### config.mk
export PLATFORM = sky130hd
export DESIGN_NAME = banana_spawner
export DESIGN_NICKNAME = d
export VERILOG_FILES = /design/src/rtl/banana_pkg.sv /design/src/rtl/lfsr16.sv /design/src/rtl/banana_spawner.sv
export SDC_FILE = /design/constraint.sdc
export NUM_CORES = 1
export LEC_CHECK = 0
export BUFFER_PORTS_ARGS = -buffer_cell sky130_fd_sc_hd__buf_4
export CAP_MARGIN = 20
export CORE_UTILIZATION = 30
export DETAILED_ROUTE_END_ITERATION = 12
export PLACE_DENSITY = 0.59
export SYNTH_ARGS = -nofsm -noshare
export SYNTH_HDL_FRONTEND = slang
export SYNTH_SLANG_ARGS = --single-unit
### constraint.sdc
create_clock -name clk -period 1.8 [get_ports clk]
set_input_delay 0.18 -clock clk [delete_from_list [all_inputs] [get_ports clk]]
set_output_delay 0.18 -clock clk [all_outputs]
set_load 0.05 [all_outputs]
### src/rtl/banana_pkg.sv
// banana_pkg: shared state encoding, LFSR polynomial and screen geometry for the banana spawner
package banana_pkg;
  typedef enum logic [1:0] {IDLE, WAIT_GAP, LAUNCH, LIVE} state_t;
  localparam logic [15:0] LFSR_TAPS = 16'hB400;
  localparam int SCREEN_W = 640;
  localparam int SCREEN_H = 480;
  function automatic logic [15:0] lfsr_next(input logic [15:0] v);
    return {1'b0, v[15:1]} ^ (v[0] ? LFSR_TAPS : 16'h0000);
  endfunction
endpackage

### src/rtl/lfsr16.sv
// lfsr16: 16-bit Galois LFSR that steps only when advance is high
module lfsr16
  import banana_pkg::*;
#(
  parameter logic [15:0] SEED = 16'hACE1
) (
  input  logic        clk,
  input  logic        reset,
  input  logic        advance,
  output logic [15:0] value
);
  always_ff @(posedge clk)
    if (reset) value <= SEED;
    else if (advance) value <= lfsr_next(value);
endmodule

### src/rtl/banana_spawner.sv
// banana_spawner: frame-paced launcher that picks a random start row and tracks the live banana
module banana_spawner
  import banana_pkg::*;
#(
  parameter int          MIN_GAP_FRAMES = 60,
  parameter int          GAP_RAND_BITS  = 6,
  parameter int          Y_MIN          = 32,
  parameter int          Y_MAX          = 440,
  parameter int          Y_RAND_BITS    = 8,
  parameter int          LIVE_TIMEOUT   = 300,
  parameter logic [15:0] LFSR_SEED      = 16'hACE1
) (
  input  logic        clk,
  input  logic        reset,
  input  logic        startOfFrame,
  input  logic        enable,
  input  logic        banana_hit,
  output logic        appear,
  output logic [10:0] initial_y,
  output logic        busy,
  output logic [7:0]  spawn_count
);
  localparam int GW = $clog2(MIN_GAP_FRAMES + 2**GAP_RAND_BITS + 1);
  localparam int LW = $clog2(LIVE_TIMEOUT + 1);
  localparam logic [15:0] GAP_MASK = 16'((32'd1 << GAP_RAND_BITS) - 32'd1);
  state_t state, state_n;
  logic [GW-1:0] gap, gap_load;
  logic [LW-1:0] live;
  logic [15:0] rnd;
  logic [11:0] y_sum;
  logic [10:0] y_new;
  logic hit_q, hit_now, sof, on_field, launch, retire;
  assign sof = startOfFrame && enable;
  assign on_field = state == LAUNCH || state == LIVE;
  lfsr16 #(.SEED(LFSR_SEED)) u_lfsr (.clk(clk), .reset(reset), .advance(sof), .value(rnd));
  always_comb begin
    hit_now = hit_q || (banana_hit && on_field);
    gap_load = GW'(MIN_GAP_FRAMES) + GW'(rnd & GAP_MASK);
    y_sum = 12'(Y_MIN) + 12'(rnd >> (16 - Y_RAND_BITS));
    y_new = y_sum > 12'(Y_MAX) ? 11'(Y_MAX) : y_sum[10:0];
    launch = sof && state == WAIT_GAP && gap == '0;
    retire = sof && ((state == LAUNCH && hit_now) ||
                     (state == LIVE && (hit_now || live == LW'(LIVE_TIMEOUT - 1))));
  end
  always_ff @(posedge clk)
    if (reset) state <= IDLE;
    else state <= state_n;
  always_comb
    state_n = !enable ? IDLE :
              !sof ? state :
              state == IDLE ? WAIT_GAP :
              state == WAIT_GAP ? (launch ? LAUNCH : WAIT_GAP) :
              retire ? WAIT_GAP : LIVE;
  always_comb begin
    appear = state == LAUNCH;
    busy = on_field;
  end
  always_ff @(posedge clk)
    if (reset) begin
      gap <= '0;
      live <= '0;
      hit_q <= 1'b0;
      initial_y <= 11'(Y_MIN);
      spawn_count <= '0;
    end else if (!enable) begin
      hit_q <= 1'b0;
    end else begin
      hit_q <= hit_now && !sof;
      if (sof) begin
        if (state == IDLE || retire) gap <= gap_load;
        else if (state == WAIT_GAP && gap != '0) gap <= gap - 1'b1;
        live <= state == LIVE ? live + 1'b1 : '0;
        if (launch) begin
          initial_y <= y_new;
          spawn_count <= spawn_count + 8'd1;
        end
      end
    end
endmodule

==> results of run 1 <==
power breakdown:
part	switching, W	internal, W
sequential	0.0000317	0.00118
combinational	0.000146	0.000117
clock	0.000418	0.000284
total	0.000596	0.00159
critical path, cell delays in order (launching register included):
cell and delay [ns]:
dfxtp_1 0.33, or4_4 0.54, or3_4 0.46, nor2_8 0.12, buf_6 0.12, a22oi_1 0.06, nor2_1 0.11
state kept, by name, indices dropped and copies added (netlist names):
| signal | cells |
|---|---|
| initial_y | 9 |
| hit_q | 1 |
| live | 9 |
| u_lfsr.value | 16 |
| gap | 7 |
| spawn_count | 8 |
| state | 2 |
through the flow:
step                setup TNS, ns  worst slack, ns  instances
floorplan                 -0.0658          -0.0418        285
CTS                       -0.0519          -0.0346        434
global placement          -0.0699          -0.0273        425
detailed placement         -0.304          -0.0647        425
finish                   -0.00935         -0.00935        434
global route               -0.590           -0.100        434
per-layer routing:
layer / global-route usage (%) / up-vias / part of all wire, %
met4: 4.30 / 0 / 1.4
met1: 15.0 / 949 / 47
met5: 0 / - / 0
met3: 2.24 / 6 / 3.1
met2: 22.7 / 27 / 48
li1: - / 1072 / -
worst paths after layout:
kind	slack, ns	to	cells past startpoint	startpoint
min	0.10	hit_q	2	startOfFrame
min reg2reg	0.46	u_lfsr.value[1]	2	u_lfsr.value[1]
max reg2reg	-0.009	initial_y[0]	6	gap[6]
max	-0.009	initial_y[0]	6	gap[6]
Yosys cell counts, types with 2 or more instances:
library cell  instances  area [sq um]
nor4_1                2          12.5
ha_1                  6          75.1
dfxtp_1              52          1040
nand2_1              35           131
nor3_1                8          40.0
xor2_1               11          96.3
a31oi_1               2          12.5
nor2_1               31           116
a21o_1                2          15.0
nand4_1               7          43.8
nand2b_1              3          18.8
nand3b_1              4          30.0
clkbuf_1             12          45.0
o21ai_0               5          25.0
buf_4                 5          37.5
and3_1                5          31.3
a22oi_1               4          30.0
nand4b_1              2          17.5
a2bb2oi_1             2          17.5
a21oi_1              19          95.1
inv_1                12          45.0
nand4bb_1             2          22.5
a211o_1               6          52.6
buf_6                 2          22.5
or3_1                 5          31.3
nor2b_1               2          12.5
nand3_1               6          30.0
xnor2_1               8          70.1
a211oi_1              5          37.5
area by class of cell:
type / instances / area, sq um / share of cell area [%]
multi-input combinational: 203 / 1280 / 42.3
inverter: 12 / 45.0 / 1.49
tap: 102 / 128 / 4.22
timing repair buffer: 57 / 432 / 14.3
clock inverter: 3 / 25.0 / 0.827
clock buffer: 5 / 68.8 / 2.28
sequential: 52 / 1050 / 34.6
logic make-up after synthesis:
group                      Yosys count  share of synthesized area [%]
xor gates and xnor gates            19                           6.88
and+or+nand+nor                    120                           25.3
DFF                                 52                           43.0
buffers and inverters               31                           6.20
adders and majority gates            6                           3.10
other                                1                          0.155
AOI/OAI and AO/OA                   55                           15.3
repair_timing:
action	CTS	global route
setup buffers	1	0
hold endpoints to repair	0	0
gates resized for setup	4	11
pin swaps	1	1
endpoints found under the setup margin	13	19
cloned	0	1
==> run metrics, run 1 <==
WHS=0.100 ns; Pleak=1.21 nW; total number of vias=2054; share of cells above drive strength 1=25.3%; DR vias/cell=4.73; Remaining Overflow, GRT=0; global-route wire length before repair=8650 um; CP max FO=8; #FFs+latches synth=52; power per standard cell area=721 mW/mm^2; Final setup violation count=1; Synth warnings=0; Final Hold Vio Count=0; Residual DRC=0; most common cell after layout, fill and taps aside=buf_4; initial antenna violation count=0; Finished Cell Area=0.00302 sq mm; Die H=91.8 um; Max Freq=553 MHz; placement row count=32; Cell variety after synth=48; I/O pins=26; Post-synth EDFFs=0; worst min path class=input pin to register; post-DP HPWL=3590 um; Syn-to-layout area delta=25.0%; initial core utilization=31.2%; RSZ-0062 raised after global routing=yes; First-pass DRT Iterations=4; RD Place Congestion=0.792; Power Total=0.00218 W; GRT Total Usage=12.6%; CTS Root Cell=clkbuf_8; DRT antenna net count=0; Final Max Tran Viols=0; PortBufs=23; Total Wirelength=5090 um; sequential area share after synthesis=43.0%; DRT iter0 DRCs=89; fill count=816; commonest non-fill, non-tap cells in the layout=56 x buf_4, 48 x dfxtp_1, 35 x nand2_1; clk_lat worst skew=0.31 ns; Die ar.=0.00843 sq mm; Gate Count Post-Synth=284; peak supply drop=0.000302 V; syn avg cell area=8.52 sq um; status=finished, violations left; Worst EP arrival=2.05 ns; hold_buf cts=0; H-Tree Depth=2; CP Capture Type=register; setup slack after layout=-0.00935 ns; number of buffers created by CTS=5; vias in the first global route=1929; Fin Clk Skew=0.0115 ns; minimum clock period=1.81 ns; Final period util=101%; Primary FF master, synth=dfxtp_1; Clock Sinks=52; Cell Area, Placed=0.00288 sq mm; Post-Syn Area=0.00242 sq mm; Diodes inserted=0; core area=0.00777 sq mm; Die Width=91.8 um; Clock transition at path regs=0.11 ns; final core utilization=38.9%; CP Launch Type=register; path type of the worst setup path=register to register; largest net degree at the start of global routing=46; ys async rst share=0%; failing checks=negative setup slack; TritonCTS clock tree=done; worst path required time=2.04 ns; final net count=342; Max clock buf depth=2; WL/cell=11.7 um; Max Cap Viol=0
No activity file was read; power rests on OpenSTA's default activity.
==> run 2, diff against run 1 <==
--- a/config.mk
+++ b/config.mk
@@ -5,6 +5,7 @@
 export SDC_FILE = /design/constraint.sdc
 export NUM_CORES = 1
 export LEC_CHECK = 0
+export ABC_AREA = 1
 export BUFFER_PORTS_ARGS = -buffer_cell sky130_fd_sc_hd__buf_4
 export CAP_MARGIN = 20
 export CORE_UTILIZATION = 30
==> run 2 against run 1 <==
Compared with the run above: the flow now finishes without violations; clock skew up 0.0017 ns; fmax up 12%; cell count up 7.6%; synthesized area up 2.3%; hold slack better by 0.051 ns; setup slack better by 0.20 ns; critical path depth up 2; register-to-register slack better by 0.20 ns; global-route usage up 0.39 points; via count up 3.5%; sequential power about the same; critical path type unchanged; critical endpoint is now initial_y[3]; highest routed layer unchanged.
==> run metrics, run 2 <==
CTS Root Cell=clkbuf_8; share of cells above drive strength 1=15.1%; Cell variety after synth=36; hold endpoint=initial_y[1]; worst min path class=input pin to register; commonest non-fill, non-tap cells in the layout=80 x nand2_1, 52 x dfxtp_1, 39 x nor2_1; top cells by area, synth=dfxtp_1 42%, nand2_1 12%, nor2_1 6.1%; DRT iter0 DRCs=79; Max Freq=622 MHz; CP max FO=11; r2r worst-path depth=8; Gate Count Post-Synth=342; Final setup violation count=0; Final Hold Vio Count=0; CP Launch Type=register; I/O pins=26; HP Start=reset; RD Place Congestion=0.785; worst path required time=2.00 ns; #FFs+latches synth=52; Post-synth EDFFs=0; Synth warnings=0; Final Max Tran Viols=0; Die H=92.8 um; core area=0.00785 sq mm; global-route wire length before repair=9080 um; GRT Total Usage=13.0%; initial antenna violation count=0; WHS=0.151 ns; number of buffers created by CTS=5; Top reg by flops=u_lfsr.value; largest net degree at the start of global routing=26; Remaining Overflow, GRT=0; Clock Sinks=52; Syn-to-layout area delta=16.1%; placement row count=32; non-filler cells in the finished layout=467; Residual DRC=0; Worst EP arrival=1.81 ns; DR vias/cell=4.55; FF-to-FF setup slack=0.19 ns; Total Wirelength=5170 um; Diodes inserted=0; most numerous cell in the Yosys netlist=nand2_1; reg-to-reg startpoint=gap[0]; top cell type's share of synthesized area=42.1%; placed cells=459; Die Width=92.8 um; H-Tree Depth=2; setup tns final=0 ns; Post-Syn Area=0.00247 sq mm; minimum clock period=1.61 ns; DRT antenna net count=0; vias in the first global route=2029; CP Capture Type=register; Max Cap Viol=0; fill count=872; worst hold stages=2; Worst Setup SP=gap[0]; final core utilization=36.6%; path type of the worst setup path=register to register; First-pass DRT Iterations=4; buffer count from post-CTS setup fixing=0; largest area contributor in the netlist=dfxtp_1; power per standard cell area=811 mW/mm^2; WL/cell=11.1 um; syn avg cell area=7.24 sq um; most common cell after layout, fill and taps aside=nand2_1; RSZ-0062 raised after global routing=yes; Synth top cells by count=81 x nand2_1, 52 x dfxtp_1, 40 x nor2_1; Clock transition at path regs=0.11 ns; Final period util=89.4%; Largest register FFs=16; worst r2r dst=initial_y[3]; cts repair resizes=0; clk_lat worst skew=0.30 ns; peak supply drop=0.000456 V; Pleak=1.27 nW; Fin Clk Skew=0.0132 ns; hold_buf cts=0; Die ar.=0.00862 sq mm; Primary FF master, synth=dfxtp_1; Max clock buf depth=2; biggest regs=u_lfsr.value: 16 flops, initial_y: 9 flops, live: 9 flops; post-DP HPWL=3800 um; sequential area share after synthesis=42.1%; total number of vias=2126; TritonCTS clock tree=done; ys async rst share=0%; initial core utilization=31.5%; PortBufs=23; status=complete, no violations; final net count=375
-- run 2: changes by cell type in the layout (fill, tap and decap cells not counted), moves of 6 or more --
| cell | delta |
|---|---|
| a211o_1 | -6 |
| a21oi_1 | +8 |
| buf_4 | -29 |
| inv_1 | +26 |
| nand2_1 | +45 |
| nand2_2 | +7 |
| nand3_1 | +13 |
| nor2_1 | +8 |
| o21ai_0 | +16 |
| xnor2_1 | -7 |
-- run 2: logic make-up (layout without fill, tap and decap cells) --
family          after synthesis  after routing  synth area share, %
compound gates               59             59                 13.0
fa+ha+maj                     6              6                 3.03
other cells                   1              2                0.152
xor+xnor                      7              7                 2.48
simple gates                165            165                 30.1
buf+inv                      52             74                 9.15
flops                        52             52                 42.1
-- run 2: worst max path at each step --
stage	slack, ns	cells after the start	end
finish	0.19	8	initial_y[3]
global route	-0.007	9	spawn_count[7]
CTS	0.09	9	initial_y[6]
detailed placement	0.1	9	initial_y[1]
global placement	0.17	9	initial_y[6]
floorplan	0.37	9	spawn_count[7]
-- run 2: per-stage QoR --
stage / total power (W) / setup slack (ns) / area [sq um]
2_1_floorplan: 0.00147 / 0.369 / 2480
3_3_place_gp: 0.00153 / 0.170 / 2750
3_5_place_dp: 0.00153 / 0.0974 / 2750
4_1_cts: 0.00236 / 0.0921 / 2860
5_1_grt: 0.00247 / -0.00732 / 2870
6_report: 0.00233 / 0.192 / 2870
-- run 2: where the power goes --
group | leakage (nW) | internal (W) | total [W] | switching, W
Sequential | 0.424 | 0.00119 | 0.00122 | 0.0000333
Combinational | 0.786 | 0.000104 | 0.000284 | 0.000180
Clock | 0.0600 | 0.000422 | 0.000823 | 0.000401
-- run 2: worst max-delay path, cell delays in order, from the launching register on --
cell and delay [ns]:
dfxtp_1 0.31, inv_1 0.12, ha_2 0.24, nand3_1 0.11, nor2_2 0.12, nand2_2 0.12
buf_4 0.20, nor3_1 0.23, nor2_1 0.06
-- run 2: layout make-up --
type	count	area, sq um	share of cell area [%]
inverters	38	143	4.97
clock buffers	5	68.8	2.40
multi-input cells	239	1220	42.6
clock inverters	3	46.3	1.61
flip-flops and latches	52	1040	36.2
repair buffers	28	223	7.75
well taps	102	128	4.44
-- run 2: layer usage --
layer	vias to the layer above	track usage, %	wire length, um
met2	21	22.4	2460
met5	-	0	0
met1	971	16.4	2550
met3	2	2.46	116
met4	0	3.59	38
li1	1132	-	-
==> run 3, diff against run 2 <==
--- a/config.mk
+++ b/config.mk
@@ -10,7 +10,8 @@
 export CAP_MARGIN = 20
 export CORE_UTILIZATION = 30
 export DETAILED_ROUTE_END_ITERATION = 12
-export PLACE_DENSITY = 0.59
+export PLACE_DENSITY = 0.57
 export SYNTH_ARGS = -nofsm -noshare
 export SYNTH_HDL_FRONTEND = slang
 export SYNTH_SLANG_ARGS = --single-unit
+export TNS_END_PERCENT = 30
==> constraint.sdc (replaced) <==
create_clock -name clk -period 1.78 [get_ports clk]
set_input_delay 0.178 -clock clk [delete_from_list [all_inputs] [get_ports clk]]
set_output_delay 0.178 -clock clk [all_outputs]
set_load 0.05 [all_outputs]
==> run 3 against run 2 <==
Compared with the run above: critical path depth is 1 higher; final area down 0.48%; hold slack got worse by 0.012 ns; sequential share of layout area up 0.17 points; cell count up 0.21%; sequential power is essentially flat; die area unchanged.
==> run metrics, run 3 (synthesized netlist as in run 2, its figures left out) <==
status=complete, no violations; Diodes inserted=0; initial antenna violation count=0; Final Max Tran Viols=0; Max clock buf depth=2; Finished Cell Area=0.00286 sq mm; worst path required time=1.99 ns; clk_lat worst skew=0.31 ns; initial core utilization=31.5%; cts repair resizes=0; placement row count=32; most common cell after layout, fill and taps aside=nand2_1; RD Place Congestion=0.782; setup tns final=0 ns; DRT iter0 DRCs=84; buffer count from post-CTS setup fixing=0; Remaining Overflow, GRT=0; Final Hold Vio Count=0; WL/cell=11.1 um; DRT antenna net count=0; sequential share of power=54.6%; slowest CP cell=dfxtp_1; Pleak=1.28 nW; Clock power frac=32.6%; total number of vias=2145; worst slack at placement=0.167 ns; Final setup violation count=0; minimum clock period=1.56 ns; global-route wire length before repair=8960 um; path type of the worst setup path=register to register; I/O pins=26; Max Cap Viol=0; biggest regs=u_lfsr.value: 16 flops, initial_y: 9 flops, live: 9 flops; power per standard cell area=793 mW/mm^2; CP peak stage delay=0.31 ns; Syn-to-layout area delta=15.5%; largest net degree at the start of global routing=24; core area=0.00785 sq mm; vias in the first global route=1974; Fin Clk Skew=0.00912 ns; CP Launch Type=register; Residual DRC=0; share of cells above drive strength 1=15.0%; Die Width=92.8 um; combinational share of power=12.8%; critical path, cell by cell=inv_1, ha_1, nand3_1, nor2_2, nand2_4, nor2_2, nand2_1, o21ai_0, a21oi_1; sw frac=28.1%; NetSw=0.000636 W; area of the multi-input gates=0.00122 sq mm; setup slack after layout=0.222 ns; Top reg by flops=u_lfsr.value; CTS Root Cell=clkbuf_8; First-pass DRT Iterations=4; fill count=862; worst min path class=input pin to register; Final period util=87.5%; commonest non-fill, non-tap cells in the layout=80 x nand2_1, 52 x dfxtp_1, 39 x nor2_1; post-DP HPWL=3760 um; Internal=0.00163 W; CP max FO=11; TritonCTS clock tree=done; final net count=376; peak supply drop=0.000337 V; RSZ-0062 raised after global routing=no; Cell Area, Placed=0.00275 sq mm; Clock Sinks=52; CP Capture Type=register; H-Tree Depth=2; Die ar.=0.00862 sq mm; Total Wirelength=5210 um; GRT Total Usage=12.9%; cell repeated most along the worst path=nor2_2; number of buffers created by CTS=5; Largest register FFs=16; Die H=92.8 um; Worst EP arrival=1.77 ns; PortBufs=23; Storage cell area=0.00104 sq mm; Clock transition at path regs=0.10 ns; DR vias/cell=4.58; hold_buf cts=0; Max Freq=642 MHz
==> run 3: path summary, 6_finish.rpt <==
check | start | endpoint | slack, ns | depth (start not counted)
worst max-delay path | gap[0] | spawn_count[7] | 0.22 | 9
worst min-delay path | reset | initial_y[0] | 0.14 | 2
worst max register to register | gap[0] | spawn_count[7] | 0.22 | 9
worst min register to register | spawn_count[4] | spawn_count[4] | 0.47 | 2
==> run 3: per-stage QoR <==
step / std cells / hold slack (ns) / utilization (%) / power (W)
2_1_floorplan: 343 / 0.256 / - / 0.00149
3_3_place_gp: 460 / 0.448 / 35.1 / 0.00155
3_5_place_dp: 460 / 0.455 / 35.1 / 0.00155
4_1_cts: 468 / 0.144 / 36.3 / 0.00229
5_1_grt: 468 / 0.145 / 36.4 / 0.00238
6_report: 468 / 0.139 / 36.4 / 0.00227
==> run 3: worst max-delay path: cells and delay by family, from the launching register on <==
| family | cells | cell delay (ns) |
|---|---|---|
| AOI/OAI and AO/OA | 2 | 0.21 |
| adders and majority gates | 1 | 0.18 |
| buffers and inverters | 1 | 0.11 |
| DFF | 1 | 0.31 |
| and+or+nand+nor | 5 | 0.63 |
==> run 3: power groups by stage <==
stage / Sequential [W] / Combinational, W / Clock, W
2_1_floorplan: 0.00126 / 0.000222 / 0
3_3_place_gp: 0.00126 / 0.000287 / 0
3_5_place_dp: 0.00126 / 0.000289 / 0
4_1_cts: 0.00124 / 0.000290 / 0.000765
5_1_grt: 0.00124 / 0.000329 / 0.000806
6_report: 0.00124 / 0.000291 / 0.000739
==> run 3: per-layer routing <==
layer	track usage, %	share of wire (%)
met5	0	0
met4	3.46	1.2
met3	2.46	2.1
met2	21.1	45
met1	17.2	52
==> run 3: cell type report <==
| cell class | count | share of cell area [%] |
|---|---|---|
| multi-input cells | 239 | 42.7 |
| flip-flops and latches | 52 | 36.4 |
| repair buffers | 29 | 8.05 |
| inverters | 38 | 4.99 |
| well taps | 102 | 4.46 |
| clock buffers | 6 | 2.89 |
| clock inverters | 2 | 0.481 |
